### src/rtl/uart_key_port.sv
// rtl/uart_key_port.sv - UART key-event receiver exposed as a cs/rd/wr/addr register block
module uart_key_port #(
    parameter int          CLKS_PER_BIT = 8,
    parameter logic [7:0]  KEY_SIGNAL   = 8'h70
) (
    input  logic       clock,
    input  logic       reset,
    input  logic       cs,
    input  logic       rd,
    input  logic       wr,
    input  logic [2:0] addr,
    input  logic [7:0] in_data,
    output logic [7:0] out_data,
    input  logic       rx_in,
    output logic       irq,
    output logic [2:0] irq_id
);

    localparam int CW = $clog2(CLKS_PER_BIT);
    localparam logic [CW-1:0] HALF_M1 = CW'(CLKS_PER_BIT / 2 - 1);
    localparam logic [CW-1:0] FULL_M1 = CW'(CLKS_PER_BIT - 1);

    localparam logic [1:0] RX_IDLE  = 2'd0;
    localparam logic [1:0] RX_START = 2'd1;
    localparam logic [1:0] RX_DATA  = 2'd2;
    localparam logic [1:0] RX_STOP  = 2'd3;

    localparam logic [0:0] P_IDLE      = 1'b0;
    localparam logic [0:0] P_WAIT_CODE = 1'b1;

    // rx synchronizer
    logic          rx_meta;
    logic          rx_sync;

    // rx deserializer
    logic [1:0]    rx_state;
    logic [CW-1:0] rx_cnt;
    logic [2:0]    bit_idx;
    logic [7:0]    rx_shift;
    logic          stop_done;
    logic          byte_valid;
    logic [7:0]    rx_byte;
    logic          frame_err_pulse;

    // protocol decoder and registers
    logic [0:0]    p_state;
    logic [7:0]    keycode;
    logic [7:0]    last_byte;
    logic          key_rdy;
    logic          overrun;
    logic          frame_err;
    logic          irq_en;
    logic          key_accessed;

    logic          key_set;
    logic          key_read_done;
    logic          ctrl_wr;
    logic          unused_bits;

    // Reads are decoded from cs/addr alone, so rd and the non-control write bits are not consumed.
    assign unused_bits = &{1'b0, rd, in_data[7:4], in_data[0]};

    assign key_set       = byte_valid && (p_state == P_WAIT_CODE);
    assign key_read_done = cs && key_accessed;
    assign ctrl_wr       = !cs && !wr && (addr == 3'd1);

    // Two-flop synchronizer; presets to idle-high so reset never looks like a start bit.
    always_ff @(posedge clock) begin
        if (!reset) begin
            rx_meta <= 1'b1;
            rx_sync <= 1'b1;
        end else begin
            rx_meta <= rx_in;
            rx_sync <= rx_meta;
        end
    end

    // 8N1 deserializer: verify start at half-bit, then sample each bit at its centre.
    always_ff @(posedge clock) begin
        if (!reset) begin
            rx_state        <= RX_IDLE;
            rx_cnt          <= '0;
            bit_idx         <= '0;
            rx_shift        <= '0;
            stop_done       <= 1'b0;
            byte_valid      <= 1'b0;
            rx_byte         <= '0;
            frame_err_pulse <= 1'b0;
        end else begin
            byte_valid      <= 1'b0;
            frame_err_pulse <= 1'b0;
            case (rx_state)
                RX_IDLE: begin
                    rx_cnt    <= '0;
                    stop_done <= 1'b0;
                    if (!rx_sync) begin
                        rx_state <= RX_START;
                    end
                end
                RX_START: begin
                    if (rx_cnt == HALF_M1) begin
                        rx_cnt   <= '0;
                        bit_idx  <= '0;
                        rx_state <= rx_sync ? RX_IDLE : RX_DATA;
                    end else begin
                        rx_cnt <= rx_cnt + 1'b1;
                    end
                end
                RX_DATA: begin
                    if (rx_cnt == FULL_M1) begin
                        rx_cnt   <= '0;
                        rx_shift <= {rx_sync, rx_shift[7:1]};
                        if (bit_idx == 3'd7) begin
                            rx_state <= RX_STOP;
                        end else begin
                            bit_idx <= bit_idx + 1'b1;
                        end
                    end else begin
                        rx_cnt <= rx_cnt + 1'b1;
                    end
                end
                RX_STOP: begin
                    if (stop_done) begin
                        // A bad stop bit may leave the line low; wait for idle before hunting again.
                        if (rx_sync) begin
                            rx_state <= RX_IDLE;
                        end
                    end else if (rx_cnt == FULL_M1) begin
                        stop_done <= 1'b1;
                        if (rx_sync) begin
                            byte_valid <= 1'b1;
                            rx_byte    <= rx_shift;
                        end else begin
                            frame_err_pulse <= 1'b1;
                        end
                    end else begin
                        rx_cnt <= rx_cnt + 1'b1;
                    end
                end
                default: rx_state <= RX_IDLE;
            endcase
        end
    end

    // Two-byte event decoder: KEY_SIGNAL then the key code; a framing error abandons the event.
    always_ff @(posedge clock) begin
        if (!reset) begin
            p_state   <= P_IDLE;
            keycode   <= '0;
            last_byte <= '0;
        end else if (byte_valid) begin
            last_byte <= rx_byte;
            if (p_state == P_IDLE) begin
                if (rx_byte == KEY_SIGNAL) begin
                    p_state <= P_WAIT_CODE;
                end
            end else begin
                keycode <= rx_byte;
                p_state <= P_IDLE;
            end
        end else if (frame_err_pulse) begin
            p_state <= P_IDLE;
        end
    end

    // Status bits: hardware sets take priority over read-clear and W1C clears.
    always_ff @(posedge clock) begin
        if (!reset) begin
            key_rdy      <= 1'b0;
            overrun      <= 1'b0;
            frame_err    <= 1'b0;
            irq_en       <= 1'b1;
            key_accessed <= 1'b0;
        end else begin
            if (!cs && (addr == 3'd0)) begin
                key_accessed <= 1'b1;
            end else if (cs) begin
                key_accessed <= 1'b0;
            end

            if (key_set) begin
                key_rdy <= 1'b1;
            end else if (key_read_done) begin
                key_rdy <= 1'b0;
            end

            if (key_set && key_rdy) begin
                overrun <= 1'b1;
            end else if (ctrl_wr && in_data[1]) begin
                overrun <= 1'b0;
            end

            if (frame_err_pulse) begin
                frame_err <= 1'b1;
            end else if (ctrl_wr && in_data[2]) begin
                frame_err <= 1'b0;
            end

            if (ctrl_wr) begin
                irq_en <= in_data[3];
            end
        end
    end

    // Registered interrupt outputs, key-ready taking precedence over error in irq_id.
    always_ff @(posedge clock) begin
        if (!reset) begin
            irq    <= 1'b0;
            irq_id <= 3'd0;
        end else begin
            irq <= irq_en && (key_rdy || overrun || frame_err);
            if (key_rdy) begin
                irq_id <= 3'd1;
            end else if (overrun || frame_err) begin
                irq_id <= 3'd2;
            end else begin
                irq_id <= 3'd0;
            end
        end
    end

    // Combinational read mux, zero when not selected.
    always_comb begin
        out_data = 8'h00;
        if (!cs) begin
            case (addr)
                3'd0:    out_data = keycode;
                3'd1:    out_data = {4'b0000, irq_en, frame_err, overrun, key_rdy};
                3'd2:    out_data = last_byte;
                default: out_data = 8'h00;
            endcase
        end
    end

endmodule

### config.mk
export PLATFORM = sky130hd
export DESIGN_NAME = uart_key_port
export DESIGN_NICKNAME = d
export VERILOG_FILES = /design/src/rtl/uart_key_port.sv
export SDC_FILE = /design/constraint.sdc
export NUM_CORES = 1
export LEC_CHECK = 0
export BUFFER_PORTS_ARGS = -buffer_cell sky130_fd_sc_hd__buf_4
export CAP_MARGIN = 5
export CORE_ASPECT_RATIO = 0.6
export CORE_MARGIN = 3
export CORE_UTILIZATION = 38
export CTS_CLUSTER_SIZE = 40
export DETAILED_ROUTE_END_ITERATION = 10
export PLACE_DENSITY = 0.63
export SYNTH_ARGS = -nofsm -noshare
export SYNTH_HDL_FRONTEND = slang
export SYNTH_SLANG_ARGS = --single-unit
### constraint.sdc
create_clock -name clock -period 3.1 [get_ports clock]
set_input_delay 0.155 -clock clock [delete_from_list [all_inputs] [get_ports clock]]
set_output_delay 0.155 -clock clock [all_outputs]
set_load 0.02 [all_outputs]
### Word level (Yosys, flattened, before mapping)

Cells that the tools add are included.

| storage, ports and cells | value |
|---|---|
| output and inout bits | 12 |
| register bits | 54 |
| bits of input ports | 17 |
| word-level logic and storage cells | 114 |

| operators by class | value |
|---|---|
| bitwise operators | 4 |
| add/subtract/negate cells | 2 |
| mux-type cells | 38 |
| eq/ne operators | 18 |
| reduce and logical (&&, ||, !) cells | 31 |

Operators with widths:

| operator | count |
|---|---|
| one-hot mux 8 bit (3 select lines) | 1 |
| two-way mux 3 bit | 7 |
| != test 2 bit (second input constant) | 9 |
| two-way mux 1 bit | 17 |
| two-way mux 2 bit | 8 |
| nonzero test 2 bit | 7 |
| one-hot mux 3 bit (4 select lines) | 1 |
| logical AND 1 bit | 9 |
| == test 8 x 7 -> 1 bit (second input constant) | 1 |
| two-way mux 8 bit | 1 |
| one-hot mux 2 bit (4 select lines) | 1 |
| AND reduction 4 bit | 2 |
| adder 3 x 1 -> 3 bit (second input constant) | 2 |
| == test 3 x 2 -> 1 bit (second input constant) | 2 |
| == test 3 bit (second input constant) | 2 |
| one-hot mux 3 bit (2 select lines) | 1 |
| AND reduction 2 bit | 3 |
| AND reduction 6 bit | 1 |
| == test 2 bit (second input constant) | 2 |
| inverter 1 bit | 4 |
| OR reduction 4 bit | 1 |
| == test 3 x 1 -> 1 bit (second input constant) | 1 |
| zero test 3 bit | 1 |
| logical OR 1 bit | 3 |
| other kinds (5) | 6 |

### Longest topological paths before layout

Gate-level depths: netlist of run 1.

| logic depth | value |
|---|---|
| depth after elaboration | 6 |
| depth in mapped cells | 7 |
| mapped depth without buffers | 6 |

### Worst setup path before layout of run 1

No wires, ideal clock.

| timing | value |
|---|---|
| path kind | reg2reg |
| start | register rx_state[0] |
| end | register with a tool-made name |
| period minus slack after synthesis | 1471 ps |
| arrival time | 1352 ps |
| data required time | 2981 ps |
| library setup time | 119 ps |
| path buffers | 1 |
| setup slack | 1629 ps |
| cell stages (with the launch flop) | 8 |
| cells stage by stage | dfxtp_1 inv_1 ha_1 buf_4 a21boi_2 a2bb2oi_2 nand3b_1 mux2i_1 |

RTL lines:

| element | line | source |
|---|---|---|
| from (decl) | 36 | `logic [1:0] rx_state;` |
| from (signal assigned) | 104 | `rx_state <= rx_sync ? RX_IDLE : RX_DATA;` |

### Final worst setup path of run 1

| timing | value |
|---|---|
| start | register rx_cnt[0] |
| end | register rx_byte[7] |

| between the ends | value |
|---|---|
| word-level cells in the longest chain between the ends | 2 |

RTL lines:

| element | line | source |
|---|---|---|
| from (decl) | 37 | `logic [CW-1:0] rx_cnt;` |
| from (signal assigned) | 106 | `rx_cnt <= rx_cnt + 1'b1;` |
| from (signal assigned) | 119 | `rx_cnt <= rx_cnt + 1'b1;` |
| from (signal assigned) | 137 | `rx_cnt <= rx_cnt + 1'b1;` |
| == test 3 bit | 128 | `end else if (rx_cnt == FULL_M1) begin` |
| AND reduction 4 bit (no source line) | n/a |  |
| to (signal assigned) | 132 | `rx_byte <= rx_shift;` |
| to (decl) | 42 | `logic [7:0] rx_byte;` |

No other way between the ends.
A chain may end at the register's enable or synchronous reset.

==> results of run 1 <==
## cells in the final DEF (no fill, tap or decap), types with 2 or more instances in the layout
master / count
dfxtp_1: 54
nor2_1: 14
o21ai_0: 4
nand3b_1: 2
nor2b_1: 25
nor3_1: 5
nand2_1: 30
and2_1: 3
a21boi_1: 2
ha_1: 9
buf_4: 22
mux2i_1: 33
nor3b_1: 3
clkbuf_8: 5
a21oi_1: 6
nand2b_1: 3
nand4_1: 2
a21boi_0: 13
nor4_1: 2
inv_1: 8
## worst reg2reg max path: stages, from the launching register on
cell,delay (ps)
dfxtp_1,380
ha_1,420
nand2_2,130
nor3_2,160
buf_4,220
mux2i_1,210
nor2b_1,60
## cell type report
type | count | area (um^2)
inverter | 8 | 30.03
fill | 585 | 3398
tap | 84 | 105.1
multi-input combinational | 180 | 1287
sequential | 54 | 1081
timing repair buffer | 23 | 175.2
clock buffer | 5 | 68.82
clock inverter | 3 | 47.55
## through the flow
| step | hold slack (ps) | utilization (%) | power (mW) |
|---|---|---|---|
| finish | 53.02 | 45.13 | 1.277 |
| global placement | 340.5 | 43.09 | 0.8027 |
| CTS | 3.573 | 44.97 | 1.296 |
| global route | 60.10 | 45.13 | 1.344 |
| detailed placement | 342.3 | 43.09 | 0.8026 |
| floorplan | 228.0 | - | 0.7801 |
## sequential cells by signal (all words and copies together), names as in the netlist, 2 cells and up, named ones only
signal,flops
bit_idx,3
irq_id,2
keycode,8
last_byte,8
rx_byte,8
rx_cnt,3
rx_shift,8
## per-layer routing
metal,track usage [%],vias up,share of wire (%)
met5,0,-,0
met4,4.608,0,1.4
met3,3.628,8,4.0
met2,17.37,24,38
met1,20.53,784,57
li1,-,908,-
## logic make-up (layout without fill, tap and decap cells)
family,Yosys count,count (layout),share of synthesized area [%]
AND/OR/NAND/NOR,100,100,22.51
flip-flops,54,54,43.70
AO/OA/AOI/OAI,37,37,11.48
multiplexers,33,33,13.35
buffers and inverters,22,39,4.249
adder cells (fa/ha/maj),9,9,4.552
other,1,1,0.1516
## power by group
part           switching [mW]  internal (mW)  leakage [nW]
registers             0.00499          0.698         0.435
clock network           0.244          0.245        0.0587
logic                  0.0418         0.0427         0.569
total                   0.291          0.986          1.06
## final timing paths
check | to | slack [ps] | cells past startpoint
max | rx_byte[7]$_SDFFE_PN0P_ | 1420 | 6
min | irq_en$_SDFFE_PN1P_ | 50 | 3
max reg2reg | rx_byte[7]$_SDFFE_PN0P_ | 1420 | 6
min reg2reg | rx_sync$_SDFF_PN1_ | 420 | 1
## timing repair
| item | CTS | global route |
|---|---|---|
| gates resized for setup | 0 | 0 |
| setup buffers | 0 | 0 |
| hold endpoints to repair | 0 | 1 |
| hold buffers | 0 | 1 |
| endpoints found under the setup margin | 0 | 0 |
==> results by group, run 1 <==
Critical path
  • Worst Path Required: roughly 3300 ps
  • Crit path cell chain: ha_1 > nand2_2 > nor3_2 > buf_4 > mux2i_1 > nor2b_1
  • RR Startpoint: rx_cnt[0]$_SDFFE_PN0P_
  • Critical-path top delay cell: ha_1
  • CP endpoint kind: flip-flop
  • CP startpoint: rx_cnt[0]$_SDFFE_PN0P_
  • Critical Path AT: about 1900 ps
  • Buf/Inv on CP: 1
  • Critical path class: flip-flop to flip-flop
  • Worst setup SP type: flip-flop
  • Crit-path max FO: 9
  • Max stage delay on crit path: 420 ps
  • Largest delay share family, worst path: adder cells

CTS
  • Skew-Pair Late Insertion Delay: 320 ps
  • Clk sinks: 54
  • Deepest clock path buffer count: 2
  • Clk root buf: clkbuf_8
  • Clock slew at reported path FFs: around 100 ps
  • CTS Buf Count: 5
  • CTS tree: built
  • H-tree depth: 2

GRT
  • Initial antenna violation count: 0
  • GRT Residual Overflow: 0
  • Largest net degree at the start of global routing: 54
  • Via count of the first global-routing pass: between 1500 and 2000
  • Total GRT Usage: a little over an eighth
  • Global-route wire length before repair: roughly 7.7 mm

STA
  • Achievable Freq: slightly below 600 MHz
  • Final setup TNS: 0 ps
  • Setup violators final: 0
  • Normalized max-slew margin: 63.33%
  • Crit path time final: between 1500 and 2000 ps
  • Final Hold Fails: 0
  • Pins Over Slew Limit: 0
  • RSZ-0062 raised after global routing: false
  • Setup Skew: 12.86 ps
  • Worst Tran Pin Value: about 550 ps
  • Final WS setup: 1422 ps
  • Fin crit share: 54.14%

Finish
  • # diodes: 0
  • Final non-filler cell total: about 360
  • Layout net count: 298
  • Synthesis-to-finish area growth: 13.00%
  • Share of layout cells above drive strength 1: 15.02%
  • Final instance area: about 2800 um^2

Drt
  • Avg WL per Cell: between 10 and 15 um
  • Final wirelength: 4.603 mm
  • 1st-iter DRT viols: approximately 100
  • Final ANT Viol Nets: 0
  • DRC Markers: 0
  • First-pass DRT Iterations: 4
  • Detailed-route vias per instance: between 4 and 5
  • Vias post-DR: 1724

Yosys
  • Main synth FF type: dfxtp_1
  • #FFs+latches synth: 54
  • Register area share after synthesis: a little over two fifths
  • Area leader, netlist: dfxtp_1
  • EDFF count, synth: 0
  • Cells after synthesis: approximately 260
  • Post-synth ARST share: 0%
  • Synthesized cell area: roughly 2500 um^2
  • Post-synth net total: between 200 and 300
  • Top post-synthesis cells by count: 54 x dfxtp_1, 33 x mux2i_1, 30 x nand2_1
  • Count leader, synth: dfxtp_1
  • Syn. warnings: 0
  • Synth top area share: 43.70%
  • Syn Area/Cell: roughly 9.7 um^2
  • Synth cell types: between 40 and 50
  • Synth top area cells: dfxtp_1 44%, mux2i_1 13%, nor2b_1 6.3%

Status
  • Status: finished clean

Place
  • Placed Cells: about 350
  • RePlAce Congestion: roughly 0.74
  • Pre-CTS WS: approximately 1400 ps
  • Final HPWL DP: roughly 3.2 mm
  • Port buffer count: 21
  • Area after DPL: about 2700 um^2

Job
  • Max_cap viols: 0

Min path
  • Hold path startpoint: in_data[3]
  • Worst min-delay path class: input port to flip-flop

Pwr
  • Pwr Density: 456.8 nW/um^2
  • Peak VDD IR: ~0.18 mV
  • Leakage: between 1 and 1.5 nW

Floorplan
  • Die area: around 7500 um^2
  • Initial Util: approximately two fifths
  • I/O pin count: 29
  • Die W: around 110 um
  • DIE HEIGHT: ~70 um
  • Row count: 22
  • CORE AREA: between 6000 and 7000 um^2
Note: power is estimated with default switching activity, not from simulation.
==> inputs of run 2 (changes only) <==
==> constraint.sdc (replaced) <==
create_clock -name clock -period 1.7 [get_ports clock]
set_input_delay 0.085 -clock clock [delete_from_list [all_inputs] [get_ports clock]]
set_output_delay 0.085 -clock clock [all_outputs]
set_load 0.02 [all_outputs]
==> run 2 against run 1 <==
Cell count grew 1.4%. Via count shrank 0.29%. Flip-flop and latch count is the same. Design area grew 0.72%. Sequential share of layout area shrank 0.28 points. Highest routed layer unchanged.
==> results by group, run 2 (synthesis results as in run 1) <==
Status
  • Status: finished clean

CTS
  • H-tree depth: 2 (unchanged)
  • Clk sinks: 54 (unchanged)
  • CTS tree: built
  • Skew-Pair Late Insertion Delay: 310 ps (about the same)
  • CTS Buf Count: 5 (unchanged)
  • Clock slew at reported path FFs: 90 ps (about the same)
  • Setup bufs post-CTS: 0 (unchanged)
  • Clk root buf: clkbuf_8
  • Deepest clock path buffer count: 2 (unchanged)

Drt
  • 1st-iter DRT viols: 83 (-19%)
  • Vias post-DR: 1719 (-0.29%)
  • Detailed-route vias per instance: 4.749 (-1.7%)
  • DRC Markers: 0 (unchanged)
  • Final ANT Viol Nets: 0 (unchanged)
  • First-pass DRT Iterations: 4 (unchanged)
  • Avg WL per Cell: 12.93 um (+0.31%)
  • Final wirelength: 4.682 mm (+1.7%)

STA
  • Setup Skew: 9.046 ps (-3.814 ps)
  • Setup violators final: 0 (unchanged)
  • Achievable Freq: 650.2 MHz (+9.1%)
  • Final Hold Fails: 0 (unchanged)
  • Final setup TNS: 0 ps (unchanged)
  • Fin crit share: 90.47% (+36 points)
  • RSZ-0062 raised after global routing: false
  • Pins Over Slew Limit: 0 (unchanged)
  • Crit path time final: 1538 ps (-140.4 ps)

Critical path
  • Worst Path Required: 1950 ps (-1360 ps)
  • CP endpoint kind: flip-flop
  • Critical Path End: rx_cnt[1]$_SDFFE_PN0P_
  • Worst setup SP type: flip-flop
  • RR Startpoint: rx_cnt[0]$_SDFFE_PN0P_
  • Critical Path AT: 1790 ps (-100 ps)
  • Crit-path max FO: 6 (-3)
  • CP startpoint: rx_cnt[0]$_SDFFE_PN0P_
  • Critical path class: flip-flop to flip-flop
  • Reg2Reg Depth: 6 (unchanged)
  • FF-to-FF End: rx_cnt[1]$_SDFFE_PN0P_
  • Reg-to-reg slack, setup: 160 ps (-1260 ps)

Pwr
  • Leakage: 1.074 nW (+0.99%)
  • Pwr Density: 778.4 nW/um^2 (+70%)
  • Peak VDD IR: 0.3266 mV (+85%)
  • Final Power: 2.191 mW (+72%)

Floorplan
  • Row count: 22 (unchanged)
  • Initial Util: 39.94% (unchanged)
  • I/O pin count: 29 (unchanged)
  • CORE AREA: 6193 um^2 (unchanged)
  • DIE HEIGHT: 68.50 um (unchanged)
  • Die W: 110.2 um (unchanged)
  • Die area: 7545 um^2 (unchanged)

Finish
  • Fillers: 630 (+7.7%)
  • Commonest non-fill, non-tap cells in the layout: 54 x dfxtp_1, 33 x mux2i_1, 30 x nand2_1
  • # diodes: 0 (unchanged)
  • Multi-input gate area: 1292 um^2 (+0.39%)
  • Layout net count: 303 (+1.7%)
  • Storage element area: 1081 um^2 (unchanged)
  • Most common cell after layout, fill and taps aside: dfxtp_1
  • Final non-filler cell total: 362 (+1.4%)
  • Final instance area: 2815 um^2 (+0.72%)
  • Share of layout cells above drive strength 1: 16.55% (+1.5 points)
  • Fin util: 45.45% (+0.32 points)
  • Synthesis-to-finish area growth: 13.81%

GRT
  • GRT Residual Overflow: 0 (unchanged)
  • Initial antenna violation count: 0 (unchanged)
  • Global-route wire length before repair: 7.686 mm (-0.27%)
  • Largest net degree at the start of global routing: 32 (-41%)
  • Total GRT Usage: 13.56% (+0.22 points)
  • Via count of the first global-routing pass: 1587 (+4.5%)

Place
  • Area after DPL: 2699 um^2 (+1.1%)
  • Placed Cells: 352 (+1.1%)
  • Port buffer count: 21 (unchanged)
  • Final HPWL DP: 3.314 mm (+3.0%)
  • RePlAce Congestion: 0.7384 (-0.61%)

Job
  • Max_cap viols: 0 (unchanged)

Min path
  • Worst min-delay path class: input port to flip-flop
run 2: cell count changes in the layout (fill, tap and decap cells not counted):
cell / previous run / this run
clkbuf_8: 5 / 6
inv_6: 1 / 0
buf_4: 22 / 26
clkbuf_1: 0 / 1
clkinv_2: 0 / 1
dlygate4sd3_1: 1 / 2
ha_2: 0 / 2
ha_1: 9 / 7
bufinv_16: 1 / 0
clkinv_4: 1 / 0
run 2: worst min-delay path by stage:
stage                     startpoint                         to  slack (ps)  cells after the start
after floorplan                reset         rx_sync$_SDFF_PN1_         160                      1
after global placement         rx_in         rx_meta$_SDFF_PN1_         270                      2
after detailed placement       rx_in         rx_meta$_SDFF_PN1_         270                      2
after CTS                         cs  key_accessed$_SDFFE_PN0P_           9                      2
after global routing              cs  key_accessed$_SDFFE_PN0P_          10                      2
final                             cs  key_accessed$_SDFFE_PN0P_          20                      2
run 2: stage by stage:
| stage | setup WS (ps) | hold WS [ps] |
|---|---|---|
| finish | 162.0 | 17.20 |
| global route | 18.79 | 13.41 |
| CTS | 103.4 | 9.207 |
| detailed placement | 117.8 | 271.9 |
| global placement | 140.1 | 267.8 |
| floorplan | 228.9 | 158.0 |
run 2: area by class of cell:
class | instances | area share, %
multi-input cells | 180 | 45.91
clock inverters | 1 | 0.1778
inverters | 8 | 1.067
flip-flops and latches | 54 | 38.40
well taps | 84 | 3.733
repair buffers | 28 | 7.644
clock buffers | 7 | 3.067
run 2: power by group:
group	total, mW	internal (mW)	switching [mW]
registers	1.28	1.27	0.0101
clock network	0.749	0.330	0.419
logic	0.159	0.0810	0.0783
total	2.19	1.68	0.508
run 2: repair_timing:
item                                    4_1_cts  5_1_grt
hold endpoints to repair                      2        0
endpoints found under the setup margin        0        4
hold buffers                                  2        0
gates resized for setup                       0        2
run 2: layer usage:
layer | global-route usage (%) | up-vias | wire length [um]
met5 | 0 | - | 0
met4 | 6.452 | 0 | 89
met3 | 3.628 | 7 | 201
met2 | 18.50 | 24 | 1733
met1 | 19.63 | 772 | 2659
li1 | - | 916 | -
run 2: critical path, stage by stage, from the launching register on:
cell and delay [ps]:
dfxtp_1 350, ha_1 280, buf_4 190, a21oi_1 210, o211a_1 200, o21ai_0 100, o21ai_0 150
